===== src/rtl/instr_loader_if.sv =====
// Byte-stream and instruction-memory bus for instr_loader.
// master = loader side, slave = byte source / memory / control side.
interface instr_loader_if;
  logic        start;
  logic [7:0]  byte_in;
  logic        byte_valid;
  logic        byte_ready;
  logic        write_en;
  logic [15:0] addr;
  logic [15:0] instr_in;
  logic        busy;
  logic        done;
  logic        error;
  logic        cpu_hold;

  modport master (
    input  start, byte_in, byte_valid,
    output byte_ready, write_en, addr, instr_in, busy, done, error, cpu_hold
  );

  modport slave (
    output start, byte_in, byte_valid,
    input  byte_ready, write_en, addr, instr_in, busy, done, error, cpu_hold
  );
endinterface


===== src/rtl/instr_loader.sv =====
// Streams a counted program image (count lo/hi, then words lo-first) into instruction memory.
// Optional trailing modulo-256 data checksum is enabled by defining LOADER_CHECKSUM_EN.
module instr_loader #(
  parameter int unsigned DEPTH     = 181,
  parameter int unsigned BASE_ADDR = 0
) (
  input  logic           clk,
  input  logic           rst,
  instr_loader_if.master bus
);

  typedef enum logic [3:0] {
    S_IDLE,
    S_CNT_LO,
    S_CNT_HI,
    S_DAT_LO,
    S_DAT_HI,
    S_WRITE,
`ifdef LOADER_CHECKSUM_EN
    S_CHECK,
`endif
    S_DONE,
    S_ERROR
  } state_t;

  localparam logic [31:0] DEPTH_W = 32'(DEPTH);
  localparam logic [15:0] BASE_W  = 16'(BASE_ADDR);

  state_t      r_state;
  logic [15:0] r_count;
  logic [15:0] r_index;
  logic [7:0]  r_lo;
  logic        r_write_en;
  logic [15:0] r_addr;
  logic [15:0] r_instr;
  logic        r_done;
  logic        r_error;
`ifdef LOADER_CHECKSUM_EN
  logic [7:0]  r_checksum;
`endif

  logic        w_byte_ready;
  logic        w_busy;
  logic        w_xfer;
  logic [15:0] w_count_full;
  logic        w_last_word;

  always_comb begin
    w_byte_ready = 1'b0;
    case (r_state)
      S_CNT_LO, S_CNT_HI, S_DAT_LO, S_DAT_HI: w_byte_ready = 1'b1;
`ifdef LOADER_CHECKSUM_EN
      S_CHECK:                                w_byte_ready = 1'b1;
`endif
      default:                                w_byte_ready = 1'b0;
    endcase
  end

  assign w_busy       = !(r_state inside {S_IDLE, S_DONE, S_ERROR});
  assign w_xfer       = bus.byte_valid && w_byte_ready;
  assign w_count_full = {bus.byte_in, r_count[7:0]};
  assign w_last_word  = (r_index + 16'd1) == r_count;

  // NOTE: state registers use non-blocking assignments so every branch sees pre-edge values.
  always_ff @(posedge clk or posedge rst) begin
    if (rst) begin
      r_state    <= S_IDLE;
      r_count    <= '0;
      r_index    <= '0;
      r_lo       <= '0;
      r_write_en <= 1'b0;
      r_addr     <= '0;
      r_instr    <= '0;
      r_done     <= 1'b0;
      r_error    <= 1'b0;
`ifdef LOADER_CHECKSUM_EN
      r_checksum <= '0;
`endif
    end else begin
      r_write_en <= 1'b0;
      case (r_state)
        S_IDLE, S_DONE, S_ERROR: begin
          if (bus.start) begin
            r_state <= S_CNT_LO;
            r_done  <= 1'b0;
            r_error <= 1'b0;
            r_index <= '0;
`ifdef LOADER_CHECKSUM_EN
            r_checksum <= '0;
`endif
          end
        end
        S_CNT_LO: begin
          if (w_xfer) begin
            r_count[7:0] <= bus.byte_in;
            r_state      <= S_CNT_HI;
          end
        end
        S_CNT_HI: begin
          if (w_xfer) begin
            r_count <= w_count_full;
            if (w_count_full == 16'd0) begin
`ifdef LOADER_CHECKSUM_EN
              r_state <= S_CHECK;
`else
              r_state <= S_DONE;
              r_done  <= 1'b1;
`endif
            end else if ({16'd0, w_count_full} > DEPTH_W) begin
              r_state <= S_ERROR;
              r_error <= 1'b1;
            end else begin
              r_state <= S_DAT_LO;
            end
          end
        end
        S_DAT_LO: begin
          if (w_xfer) begin
            r_lo    <= bus.byte_in;
            r_state <= S_DAT_HI;
`ifdef LOADER_CHECKSUM_EN
            r_checksum <= r_checksum + bus.byte_in;
`endif
          end
        end
        S_DAT_HI: begin
          // The strobe, address and data are registered here so they are valid throughout WRITE.
          if (w_xfer) begin
            r_write_en <= 1'b1;
            r_addr     <= BASE_W + r_index;
            r_instr    <= {bus.byte_in, r_lo};
            r_state    <= S_WRITE;
`ifdef LOADER_CHECKSUM_EN
            r_checksum <= r_checksum + bus.byte_in;
`endif
          end
        end
        S_WRITE: begin
          r_index <= r_index + 16'd1;
          if (w_last_word) begin
`ifdef LOADER_CHECKSUM_EN
            r_state <= S_CHECK;
`else
            r_state <= S_DONE;
            r_done  <= 1'b1;
`endif
          end else begin
            r_state <= S_DAT_LO;
          end
        end
`ifdef LOADER_CHECKSUM_EN
        S_CHECK: begin
          if (w_xfer) begin
            if (bus.byte_in == r_checksum) begin
              r_state <= S_DONE;
              r_done  <= 1'b1;
            end else begin
              r_state <= S_ERROR;
              r_error <= 1'b1;
            end
          end
        end
`endif
        default: r_state <= S_IDLE;
      endcase
    end
  end

  assign bus.byte_ready = w_byte_ready;
  assign bus.write_en   = r_write_en;
  assign bus.addr       = r_addr;
  assign bus.instr_in   = r_instr;
  assign bus.busy       = w_busy;
  assign bus.done       = r_done;
  assign bus.error      = r_error;
  assign bus.cpu_hold   = !r_done;

endmodule


===== src/flat_wrapper.sv =====
// flat-port wrapper written by rule: the top's interface ports become plain ports
module instr_loader_flat 
#(
  parameter int unsigned DEPTH     = 181,
  parameter int unsigned BASE_ADDR = 0
)
  (clk, rst, bus_start, bus_byte_in, bus_byte_valid, bus_byte_ready, bus_write_en, bus_addr, bus_instr_in, bus_busy, bus_done, bus_error, bus_cpu_hold);
  instr_loader_if bus_i ();
  input  logic clk;
  input  logic rst;
  input wire logic [$bits(bus_i.start)-1:0] bus_start;
  input wire logic [$bits(bus_i.byte_in)-1:0] bus_byte_in;
  input wire logic [$bits(bus_i.byte_valid)-1:0] bus_byte_valid;
  output wire logic [$bits(bus_i.byte_ready)-1:0] bus_byte_ready;
  output wire logic [$bits(bus_i.write_en)-1:0] bus_write_en;
  output wire logic [$bits(bus_i.addr)-1:0] bus_addr;
  output wire logic [$bits(bus_i.instr_in)-1:0] bus_instr_in;
  output wire logic [$bits(bus_i.busy)-1:0] bus_busy;
  output wire logic [$bits(bus_i.done)-1:0] bus_done;
  output wire logic [$bits(bus_i.error)-1:0] bus_error;
  output wire logic [$bits(bus_i.cpu_hold)-1:0] bus_cpu_hold;
  assign bus_i.start = bus_start;
  assign bus_i.byte_in = bus_byte_in;
  assign bus_i.byte_valid = bus_byte_valid;
  assign bus_byte_ready = bus_i.byte_ready;
  assign bus_write_en = bus_i.write_en;
  assign bus_addr = bus_i.addr;
  assign bus_instr_in = bus_i.instr_in;
  assign bus_busy = bus_i.busy;
  assign bus_done = bus_i.done;
  assign bus_error = bus_i.error;
  assign bus_cpu_hold = bus_i.cpu_hold;
  instr_loader #(.DEPTH(DEPTH), .BASE_ADDR(BASE_ADDR)) u_core (.clk(clk), .rst(rst), .bus(bus_i));
endmodule

===== config.mk =====
export PLATFORM = sky130hd
export DESIGN_NAME = instr_loader_flat
export DESIGN_NICKNAME = d
export VERILOG_FILES = /design/src/rtl/instr_loader_if.sv /design/src/rtl/instr_loader.sv /design/src/flat_wrapper.sv
export SDC_FILE = /design/constraint.sdc
export NUM_CORES = 1
export LEC_CHECK = 0
export ABC_CLOCK_PERIOD_IN_PS = 6100
export CAP_MARGIN = 15
export CORE_MARGIN = 4
export CORE_UTILIZATION = 35
export DETAILED_ROUTE_END_ITERATION = 8
export GPL_ROUTABILITY_DRIVEN = 0
export HOLD_SLACK_MARGIN = 0.1
export SYNTH_ARGS = -nofsm -noshare
export SYNTH_HDL_FRONTEND = slang
export SYNTH_SLANG_ARGS = --single-unit

===== constraint.sdc =====
create_clock -name clk -period 6.1 [get_ports clk]
set_input_delay 1.22 -clock clk [delete_from_list [all_inputs] [get_ports clk]]
set_output_delay 1.22 -clock clk [all_outputs]
set_load 0.01 [all_outputs]

# Word-level counts from Yosys, hierarchy flattened
# Cells that the tools add are included.
[totals] reg_bits=79 elab_cells=74 input_bits=12 output_inout_bits=38
[op_classes] addsub=1 magnitude_cmp=1 n_reduce_logical=19 n_eq_ne=17 n_bitwise=1 mux=25
[op_table] op="16-bit case mux with 2 select lines" count=1
[op_table] op="4-bit case mux with 6 select lines" count=1
[op_table] op="4-bit two-way mux" count=5
[op_table] op="16-bit by 1-bit adder with 16-bit output, second input constant" count=1
[op_table] op="16-bit == test" count=1
[op_table] op="4-bit by 3-bit == test with 1-bit output, second input constant" count=4
[op_table] op="16-bit by 8-bit > comparator with 1-bit output, second input constant" count=1
[op_table] op="16-bit zero test" count=1
[op_table] op="16-bit two-way mux" count=1
[op_table] op="8-bit case mux with 2 select lines" count=1
[op_table] op="5-bit AND reduction" count=3
[op_table] op="2-bit by 1-bit != test with 1-bit output, second input constant" count=7
[op_table] op="1-bit two-way mux" count=10
[op_table] op="3-bit two-way mux" count=3
[op_table] op="4-bit by 2-bit == test with 1-bit output, second input constant" count=2
[op_table] op="8-bit two-way mux" count=1
[op_table] op="2-bit AND reduction" count=4
[op_table] op="3-bit nonzero test" count=2
[op_table] op="4-bit by 1-bit == test with 1-bit output, second input constant" count=1
[op_table] op="4-bit zero test" count=1
[op_table] op="2-bit != test, second input constant" count=2
[op_table] op="2-bit nonzero test" count=2
[op_table] op="4-bit OR reduction" count=1
[op_table] op="1-bit case mux with 3 select lines" count=1
[op_table] op="6 further kinds" count=7

# Logic depth before layout (Yosys ltp)
# Gate-level depths: netlist of run 1.
[depth] ltp_word=6 ltp_mapped=9 depth_no_buf=7

# Least setup slack after synthesis of run 1
# Ideal clock, no wire load.
[synth_path] path_type="input to register" from="input bus_byte_in[0]" to="register u_core.r_state[0]" setup_slack_ps=3641 path_stages=4 arrival_time_ps=2335 required_ps=5976 setup_ps=124 path_buffers=0 cell_sequence="nor4_1 a41oi_1 a2111o_1 o31a_1"
[synth_via] elab_chain_len=4
[synth_lines] item="start, declared" line_no="flat_wrapper.sv:12" source="input wire logic [$bits(bus_i.byte_in)-1:0] bus_byte_in;"
[synth_lines] item="16-bit zero test" line_no="instr_loader.sv:102" source="if (w_count_full == 16'd0) begin"
[synth_lines] item="3-bit two-way mux" line_no="instr_loader.sv:102"
[synth_lines] item="4-bit two-way mux" line_no="instr_loader.sv:100" source="if (w_xfer) begin"
[synth_lines] item="4-bit case mux with 6 select lines" line_no="instr_loader.sv:81" source="case (r_state)"
[synth_lines] item="end signal, assigned" line_no="instr_loader.sv:84" source="r_state <= S_CNT_LO;"
[synth_lines] item="end signal, assigned" line_no="instr_loader.sv:106" source="r_state <= S_DONE;"
[synth_lines] item="end signal, assigned" line_no="instr_loader.sv:110" source="r_state <= S_ERROR;"
[synth_lines] item="end, declared" line_no="instr_loader.sv:29" source="state_t r_state;"
# Every way passes these cells. The select of a mux whose other input is x is not followed.
# A chain may end at the register's enable or synchronous reset.

# Worst setup path in the final report of run 1
[layout_path] from="register u_core.r_state[0]" to="output bus_byte_ready"
[layout_via] elab_chain_len=3 word_cells_on_any_way=6 cone_classes="eq/ne (4); mux (1); reduce/logical (1)"
[layout_lines] item="start signal, assigned" line_no="instr_loader.sv:67" source="r_state <= S_IDLE;"
[layout_lines] item="start signal, assigned" line_no="instr_loader.sv:84"
[layout_lines] item="start signal, assigned" line_no="instr_loader.sv:96" source="r_state <= S_CNT_HI;"
[layout_lines] item="4-bit by 1-bit == test with 1-bit output (tied with other cells)" line_no="instr_loader.sv:50" source="case (r_state)"
[layout_lines] item="4-bit OR reduction *" line_no="instr_loader.sv:50"
[layout_lines] item="1-bit two-way mux *" line_no="instr_loader.sv:50"
[layout_lines] item="end, declared" line_no="flat_wrapper.sv:14" source="output wire logic [$bits(bus_i.byte_ready)-1:0] bus_byte_ready;"
# Every way passes the cells marked *; elsewhere a longest branch is shown, timed or not.

==> qor.yml, run 1 <==
outcome:
  status: "finished clean"
final_layout:
  post-route-util: 0.429
  area_growth_pct: 19.8
  finalNonFillerCells: 532
  nets: 400
  fillers: 1045
  fin_area_mm2: 0.00467
  num_antenna_cells: 0
  layout-drive-gt1-share: 0.224
synth:
  yosysWarnings: 0
  syn_avg_cell_area_um2: 11.3
  synth_ff_type: "dfrtp_1"
  synthTopCellsByArea: "dfrtp_1 (50%), mux2_2 (16%), o21ai_0 (3.0%)"
  syn_inst: 345
  synth_largest_area_cell: "dfrtp_1"
  synthArstFlopShare: 1.00
  synth_enable_flop_cells: 0
  synth_top_area_share: 0.501
  ys_types: 52
  netlist_area_mm2: 0.00390
  postSynthRegisterBits: 78
  seq_area_frac_synth: 0.501
  syn_nets: 358
worst_setup_path:
  crit_path_max_incr_delay_ps: 560
  cp_max_fo: 14
  critPathRequiredTime_ps: 4880
  critPathCaptureType: "output port"
  reg2reg_setup_slack_ps: 3350
  path_buf_inv: 1
  slowest_stage: "clkdlybuf4s50_1"
  critPathLaunchType: "flop"
  cp_top_family: "buffers and inverters"
  crit_type: "flop to output port"
  path_cells: "nor2_1 > xnor2_1 > clkdlybuf4s50_1"
  cp_data_arrival_time_ps: 1940
place:
  io_buffers: 49
  place_inst: 516
  placed_area_mm2: 0.00449
  hpwl_um: 6160
timing:
  slew_headroom: 0.341
  hold_ws_ps: 505
  setup_tns_ps: 0
  fin_crit_sh: 0.518
  hold_viol: 0
  period_minus_slack_ps: 3160
  setup_violations: 0
  max_freq_ghz: 0.316
  slew_violations: 0
  skew_ps: 6.63
  rsz0062_at_grt: "no"
  worstMarginPinSlew_ps: 987
detailed_routing:
  ant_nets: 0
  top_layer_used: "met4"
  routed-via-count: 2841
  drt_iter0_markers: 147
  vias_per_cell: 5.34
  met3_length_um: 607
  drt-wirelength-per-cell_um: 16.5
  firstDrtPassIters: 4
  wl_met1_um: 4000
  wirelength_um: 8750
  drc: 0
  wl_met2_um: 3980
min_path:
  hp-class: "flop to flop"
die:
  fp.coreArea_mm2: 0.0109
  die_h_um: 114
  start_util: 0.358
  die_w_um: 114
  num_io_pins: 50
  rows: 38
  die_area_mm2: 0.0129
clocking:
  numCtsBuffers: 9
  cts_setup_buffers: 0
  cts.sinks: 78
  ctsRootBufferMaster: "clkbuf_8"
  clk_path_buf_depth: 2
  cts.hold.buffers_added: 0
  clk-insertion-delay-late_ps: 360
  cts_tree: "done"
  cts_htree_levels: 3
  ctsResizeCount: 0
  cts.reportedPaths.clkPinSlew_ps: 90
power:
  ir_drop_uv: 259
  p_leak_nw: 1.93
  cellPowerDensity_mw_per_mm2: 436
run:
  cap_violations: 0
global_route:
  grt_overflow: 0
  gr-usage-all-layers: 0.144
  antenna_found_initial: 0
  grt_pass1_vias: 2816
  grt_max_degree: 49
  grt_pass1_wl_um: 14600
logic make-up after synthesis:
group | after synthesis | synth area share
muxes | 57 | 0.164
DFF | 78 | 0.501
and+or+nand+nor | 95 | 0.143
adders and majority gates | 1 | 0.00321
AOI/OAI and AO/OA | 66 | 0.110
xor gates and xnor gates | 21 | 0.0472
buffers and inverters | 27 | 0.0312
metrics by stage:
stage	total power, mW	setup WS [ps]
CTS	2.06	2930
global placement	1.68	2890
finish	2.04	2940
floorplan	1.36	2880
detailed placement	1.69	2860
global route	2.18	2860
area by class of cell:
| cell class | instances | area [um^2] | share of cell area |
|---|---|---|---|
| inverters | 7 | 26.3 | 0.00563 |
| multi-input cells | 240 | 1830 | 0.391 |
| repair buffers | 51 | 505 | 0.108 |
| flip-flops and latches | 78 | 1950 | 0.418 |
| well taps | 140 | 175 | 0.0375 |
| clock inverters | 6 | 45.0 | 0.00965 |
| clock buffers | 10 | 138 | 0.0295 |
cells in the final DEF, fill, tap and decap left out, types with 4 or more instances in the layout:
cell type and n:
clkdlybuf4s50_1 49, xor2_1 9, xnor2_1 12, nor2_1 26
inv_1 6, nor4_1 5, o21ai_0 23, mux2_2 56
clkbuf_8 10, nor3_1 4, a21oi_1 10, nand3_1 11
dfrtp_1 78, nand2_1 21, o31ai_1 5, a31oi_1 4
routing by layer:
| metal | up-vias | global-route usage |
|---|---|---|
| met2 | 91 | 0.220 |
| li1 | 1352 | - |
| met4 | 0 | 0.0529 |
| met1 | 1384 | 0.188 |
| met5 | - | 0 |
| met3 | 14 | 0.0509 |
synth_stat cells, types with 4 or more instances:
library cell   n
nor3_1         5
o31ai_1        5
o21ai_0       23
a21oi_1       10
nand3_1       11
inv_1          7
mux2_2        56
nand2_1       21
xor2_1         9
xnor2_1       12
nor4_1         5
a31oi_1        4
clkbuf_1       7
nor2_1        26
dfrtp_1       78
buf_2         10
state kept, by name (all words and copies together), names as in the netlist:
name,flops
u_core.bus.addr,16
u_core.bus.instr_in,16
u_core.r_count,16
u_core.r_index,16
u_core.r_lo,8
u_core.r_state,3
u_core.bus.done,1
u_core.bus.error,1
u_core.bus.write_en,1
report_power, final:
group	internal, mW	total (mW)	switching (mW)
Clock	0.161	0.366	0.205
Combinational	0.461	0.795	0.334
Sequential	0.700	0.876	0.176
Total	1.32	2.04	0.715
path summary, 6_finish.rpt:
path,from,end,cells after the start
setup / recovery,u_core.r_state[0],bus_byte_ready,3
hold / removal,u_core.r_lo[2],u_core.bus.instr_in[2],1
setup reg to reg,u_core.r_index[0],u_core.r_state[2],7
hold reg to reg,u_core.r_lo[2],u_core.bus.instr_in[2],1
max in group asynchronous,rst,u_core.bus.addr[3],3
min in group asynchronous,rst,u_core.bus.instr_in[15],2
(Power assumes the default switching activity.)
==> inputs of run 2 (changes only) <==
- ABC_CLOCK_PERIOD_IN_PS: 6100 -> 2850
- clock period: 6.1 -> 2.85 ns (I/O delays scaled with it)
==> run 2 against run 1 <==
  * Die area is the same
  * Critical path type unchanged
  * Hold slack improved by 3.8 ps
  * Largest cell class unchanged
  * Final cell count is 1.1% higher
  * Clock skew about the same
  * Cell area is 1.0% higher
==> qor.yml, run 2 (synthesis results as in run 1) <==
die:
  die_area_mm2: 0.0129
  rows: 38
  fp.coreArea_mm2: 0.0109
  die_h_um: 114
  die_w_um: 114
  num_io_pins: 50
  start_util: 0.358
global_route:
  gr-usage-all-layers: 0.148
  grt_pass1_wl_um: 15200
  grt_overflow: 0
  grt_max_degree: 58
  grt_pass1_vias: 2979
  antenna_found_initial: 0
final_layout:
  final_common_cell: "dfrtp_1"
  post-route-util: 0.433
  regArea_mm2: 0.00195
  fin_area_mm2: 0.00472
  layout-drive-gt1-share: 0.234
  num_antenna_cells: 0
  area_growth_pct: 21.1
  mostFrequentLayoutCells: "dfrtp_1 (78), mux2_2 (56), clkdlybuf4s50_1 (49), nor2_1 (26), o21ai_0 (23)"
  fillers: 1065
  multi_input_area_mm2: 0.00183
  nets: 406
detailed_routing:
  routed-via-count: 2880
  drc: 0
  wirelength_um: 9110
  drt_iter0_markers: 152
  vias_per_cell: 5.35
  drt-wirelength-per-cell_um: 16.9
  ant_nets: 0
  firstDrtPassIters: 4
clocking:
  cts_htree_levels: 3
  cts_setup_buffers: 0
  clk_path_buf_depth: 2
  clk-insertion-delay-late_ps: 360
  cts.hold.buffers_added: 0
  cts_tree: "done"
  cts.reportedPaths.clkPinSlew_ps: 80
  cts.sinks: 78
  numCtsBuffers: 9
  ctsRootBufferMaster: "clkbuf_8"
  ctsResizeCount: 0
worst_setup_path:
  critPathCaptureType: "output port"
  cp_top_family: "buffers and inverters"
  cp_max_fo: 14
  cp_data_arrival_time_ps: 1920
  critPathLaunchType: "flop"
  crit_path_max_incr_delay_ps: 560
  path_cells: "nor2_1 > xnor2_1 > clkdlybuf4s50_1"
  critPathRequiredTime_ps: 2280
  crit_type: "flop to output port"
  path_buf_inv: 1
  slowest_stage: "clkdlybuf4s50_1"
  reg2reg_setup_slack_ps: 400
timing:
  worstMarginPinSlew_ps: 501
  slew_headroom: 0.666
  setup_violations: 0
  skew_ps: 6.20
  setup_tns_ps: 0
  period_minus_slack_ps: 2490
  hold_viol: 0
  max_freq_ghz: 0.401
  rsz0062_at_grt: "no"
  slew_violations: 0
  fin_crit_sh: 0.874
power:
  combPwrFrac: 0.398
  cellPowerDensity_mw_per_mm2: 934
  swShare: 0.357
  p_int_mw: 2.83
  ir_drop_uv: 554
  switching_power_mw: 1.57
  pwr-share-clk: 0.172
  p_leak_nw: 1.96
  power_frac_seq: 0.430
place:
  io_buffers: 49
  hpwl_um: 6500
  placed_area_mm2: 0.00454
outcome:
  status: "finished clean"
run:
  cap_violations: 0
min_path:
  hp-class: "flop to flop"
run 2: cell types whose count changed in the layout (fill, tap and decap cells not counted):
| cell | change |
|---|---|
| clkinvlp_4 | -1 |
| buf_12 | +1 |
| buf_4 | +5 |
| clkinv_4 | +1 |
| clkbuf_1 | +1 |
| clkbuf_8 | -1 |
run 2: final timing paths:
check | from | end | depth (start not counted)
setup / recovery | u_core.r_state[0] | bus_byte_ready | 3
hold / removal | u_core.bus.addr[7] | u_core.bus.addr[7] | 1
setup reg to reg | u_core.r_index[1] | u_core.r_state[2] | 7
hold reg to reg | u_core.bus.addr[7] | u_core.bus.addr[7] | 1
max in group asynchronous | rst | u_core.r_index[6] | 3
min in group asynchronous | rst | u_core.bus.instr_in[6] | 2
run 2: worst register-to-register path: stages, from the launching register on:
cell	delay, ps
dfrtp_1	470
ha_1	370
nand3_4	160
nor3_1	420
o221ai_1	170
a221oi_1	230
nand3b_1	170
o41ai_1	350
run 2: power by group through the flow:
stage	Combinational (mW)	Sequential (mW)	Clock, mW
after CTS	1.78	1.90	0.781
after global placement	1.75	1.91	0
after floorplan	1.06	1.84	0
final	1.75	1.89	0.758
after global routing	1.92	1.96	0.826
after detailed placement	1.77	1.92	0
run 2: final cells by class:
type,count,area share
Inverter,7,0.00557
Clock inverter,6,0.00981
Timing Repair Buffer,57,0.119
Sequential cell,78,0.414
Clock buffer,10,0.0270
Tap cell,140,0.0371
Multi-Input combinational cell,240,0.387
run 2: per-layer routing:
metal,share of wire,up-vias,global-route usage
li1,-,1354,-
met1,0.45,1406,0.200
met2,0.47,103,0.234
met3,0.064,17,0.0366
met4,0.018,0,0.0505
met5,0,-,0
run 2: per-stage QoR:
stage / power [mW] / hold WS [ps] / worst slack (ps) / cells
after floorplan: 2.90 / 474 / 285 / 345
after global placement: 3.66 / 485 / 260 / 522
after detailed placement: 3.69 / 486 / 261 / 522
after CTS: 4.47 / 512 / 314 / 538
after global routing: 4.70 / 522 / 67.5 / 538
final: 4.41 / 509 / 359 / 538
==> inputs of run 3 (changes only) <==
- CORE_MARGIN: 4 -> 5
==> run 3 against run 2 <==
  * Worst setup slack got worse by 32 ps
  * Non-clock buffer count decreased by 1
  * Clock power rose by 9.8%
  * Combinational power is essentially flat
  * Register-to-register slack worse by 40 ps
  * First-iteration DRC count shrank 3.3%
  * Die area up 3.6%
  * Sequential power hardly changed
  * Power up 1.7%
  * Clock skew increased by 5.1 ps
  * Largest power group unchanged
==> qor.yml, run 3 (synthesis results as in run 1) <==
die:
  die_area_mm2: 0.0133
  rows: 38
  die_h_um: 116
  fp.coreArea_mm2: 0.0109
  start_util: 0.358
  num_io_pins: 50
  die_w_um: 116
clocking:
  cts.hold.buffers_added: 0
  cts.reportedPaths.clkPinSlew_ps: 90
  cts_tree: "done"
  cts_setup_buffers: 0
  clk-insertion-delay-late_ps: 350
  cts_htree_levels: 3
  clk_path_buf_depth: 2
  ctsRootBufferMaster: "clkbuf_8"
  cts.sinks: 78
  numCtsBuffers: 9
  ctsResizeCount: 0
global_route:
  grt_overflow: 0
  gr-usage-all-layers: 0.147
  grt_pass1_wl_um: 15300
  antenna_found_initial: 0
  grt_pass1_vias: 2947
  grt_max_degree: 79
timing:
  slew_headroom: 0.680
  setup_tns_ps: 0
  max_freq_ghz: 0.396
  hold_viol: 0
  fin_crit_sh: 0.885
  slew_violations: 0
  setup_violations: 0
  worstMarginPinSlew_ps: 480
  hold_ws_ps: 500
  skew_ps: 11.3
  rsz0062_at_grt: "no"
  period_minus_slack_ps: 2520
worst_setup_path:
  cp_data_arrival_time_ps: 1950
  critPathLaunchType: "flop"
  critPathRequiredTime_ps: 2280
  crit_type: "flop to output port"
  critPathCaptureType: "output port"
  cp-startpoint: "u_core.r_state[1]"
  reg2reg_setup_slack_ps: 360
  cp_max_fo: 17
  r2r_start: "u_core.r_index[1]"
detailed_routing:
  wirelength_um: 9080
  drt_iter0_markers: 147
  routed-via-count: 2842
  ant_nets: 0
  drt-wirelength-per-cell_um: 16.9
  drc: 0
  vias_per_cell: 5.30
  firstDrtPassIters: 5
outcome:
  status: "finished clean"
power:
  cellPowerDensity_mw_per_mm2: 946
  ir_drop_uv: 506
  p_total_mw: 4.48
  p_leak_nw: 1.97
place:
  io_buffers: 49
  place_inst: 521
  placed_area_mm2: 0.00455
  hpwl_um: 6230
min_path:
  hp-class: "flop to flop"
  hp-start: "u_core.r_lo[7]"
final_layout:
  mostFrequentLayoutCells: "dfrtp_1 (78), mux2_2 (56), clkdlybuf4s50_1 (49), nor2_1 (26), o21ai_0 (23)"
  nets: 405
  fillers: 1059
  num_antenna_cells: 0
  finalNonFillerCells: 536
  final_common_cell: "dfrtp_1"
  fin_area_mm2: 0.00474
  layout-drive-gt1-share: 0.230
  area_growth_pct: 21.6
run:
  cap_violations: 0
-- run 3: through the flow --
stage                util  setup WS, ps
floorplan               -           285
global placement    0.418           331
detailed placement  0.418           260
CTS                 0.435           302
global route        0.435           102
finish              0.435           327
-- run 3: routing by layer --
layer  vias up  track usage  part of all wire
met5         -            0                 0
met2        89        0.227              0.47
li1       1354            -                 -
met3        14       0.0428             0.058
met4         0       0.0571             0.016
met1      1385        0.194              0.46
-- run 3: where the power goes --
group	switching (mW)	total [mW]	internal (mW)	leakage [nW]
sequential	0.385	1.88	1.50	1.00
clock	0.428	0.832	0.404	0.0927
combinational	0.752	1.77	1.01	0.880
-- run 3: path summary, 6_finish.rpt --
kind | to | cells past startpoint
worst max-delay path | bus_byte_ready | 3
worst min-delay path | u_core.bus.instr_in[7] | 1
worst max register to register | u_core.r_state[0] | 7
worst min register to register | u_core.bus.instr_in[7] | 1
max in group asynchronous | u_core.r_index[0] | 3
min in group asynchronous | u_core.bus.instr_in[2] | 3
-- run 3: cell type report --
cell class                 instances  area, um^2  share of cell area
timing repair buffer              56         568               0.120
multi-input combinational        240        1830               0.386
inverter                           7        26.3             0.00555
clock buffer                      10         128              0.0269
tap                              140         175              0.0370
sequential                        78        1950               0.412
clock inverter                     5        60.1              0.0127
-- run 3: critical path, stage by stage (launching register included) --
cell and delay, ps:
dfrtp_1 560, nor2_1 310, xnor2_1 160, clkdlybuf4s50_1 560
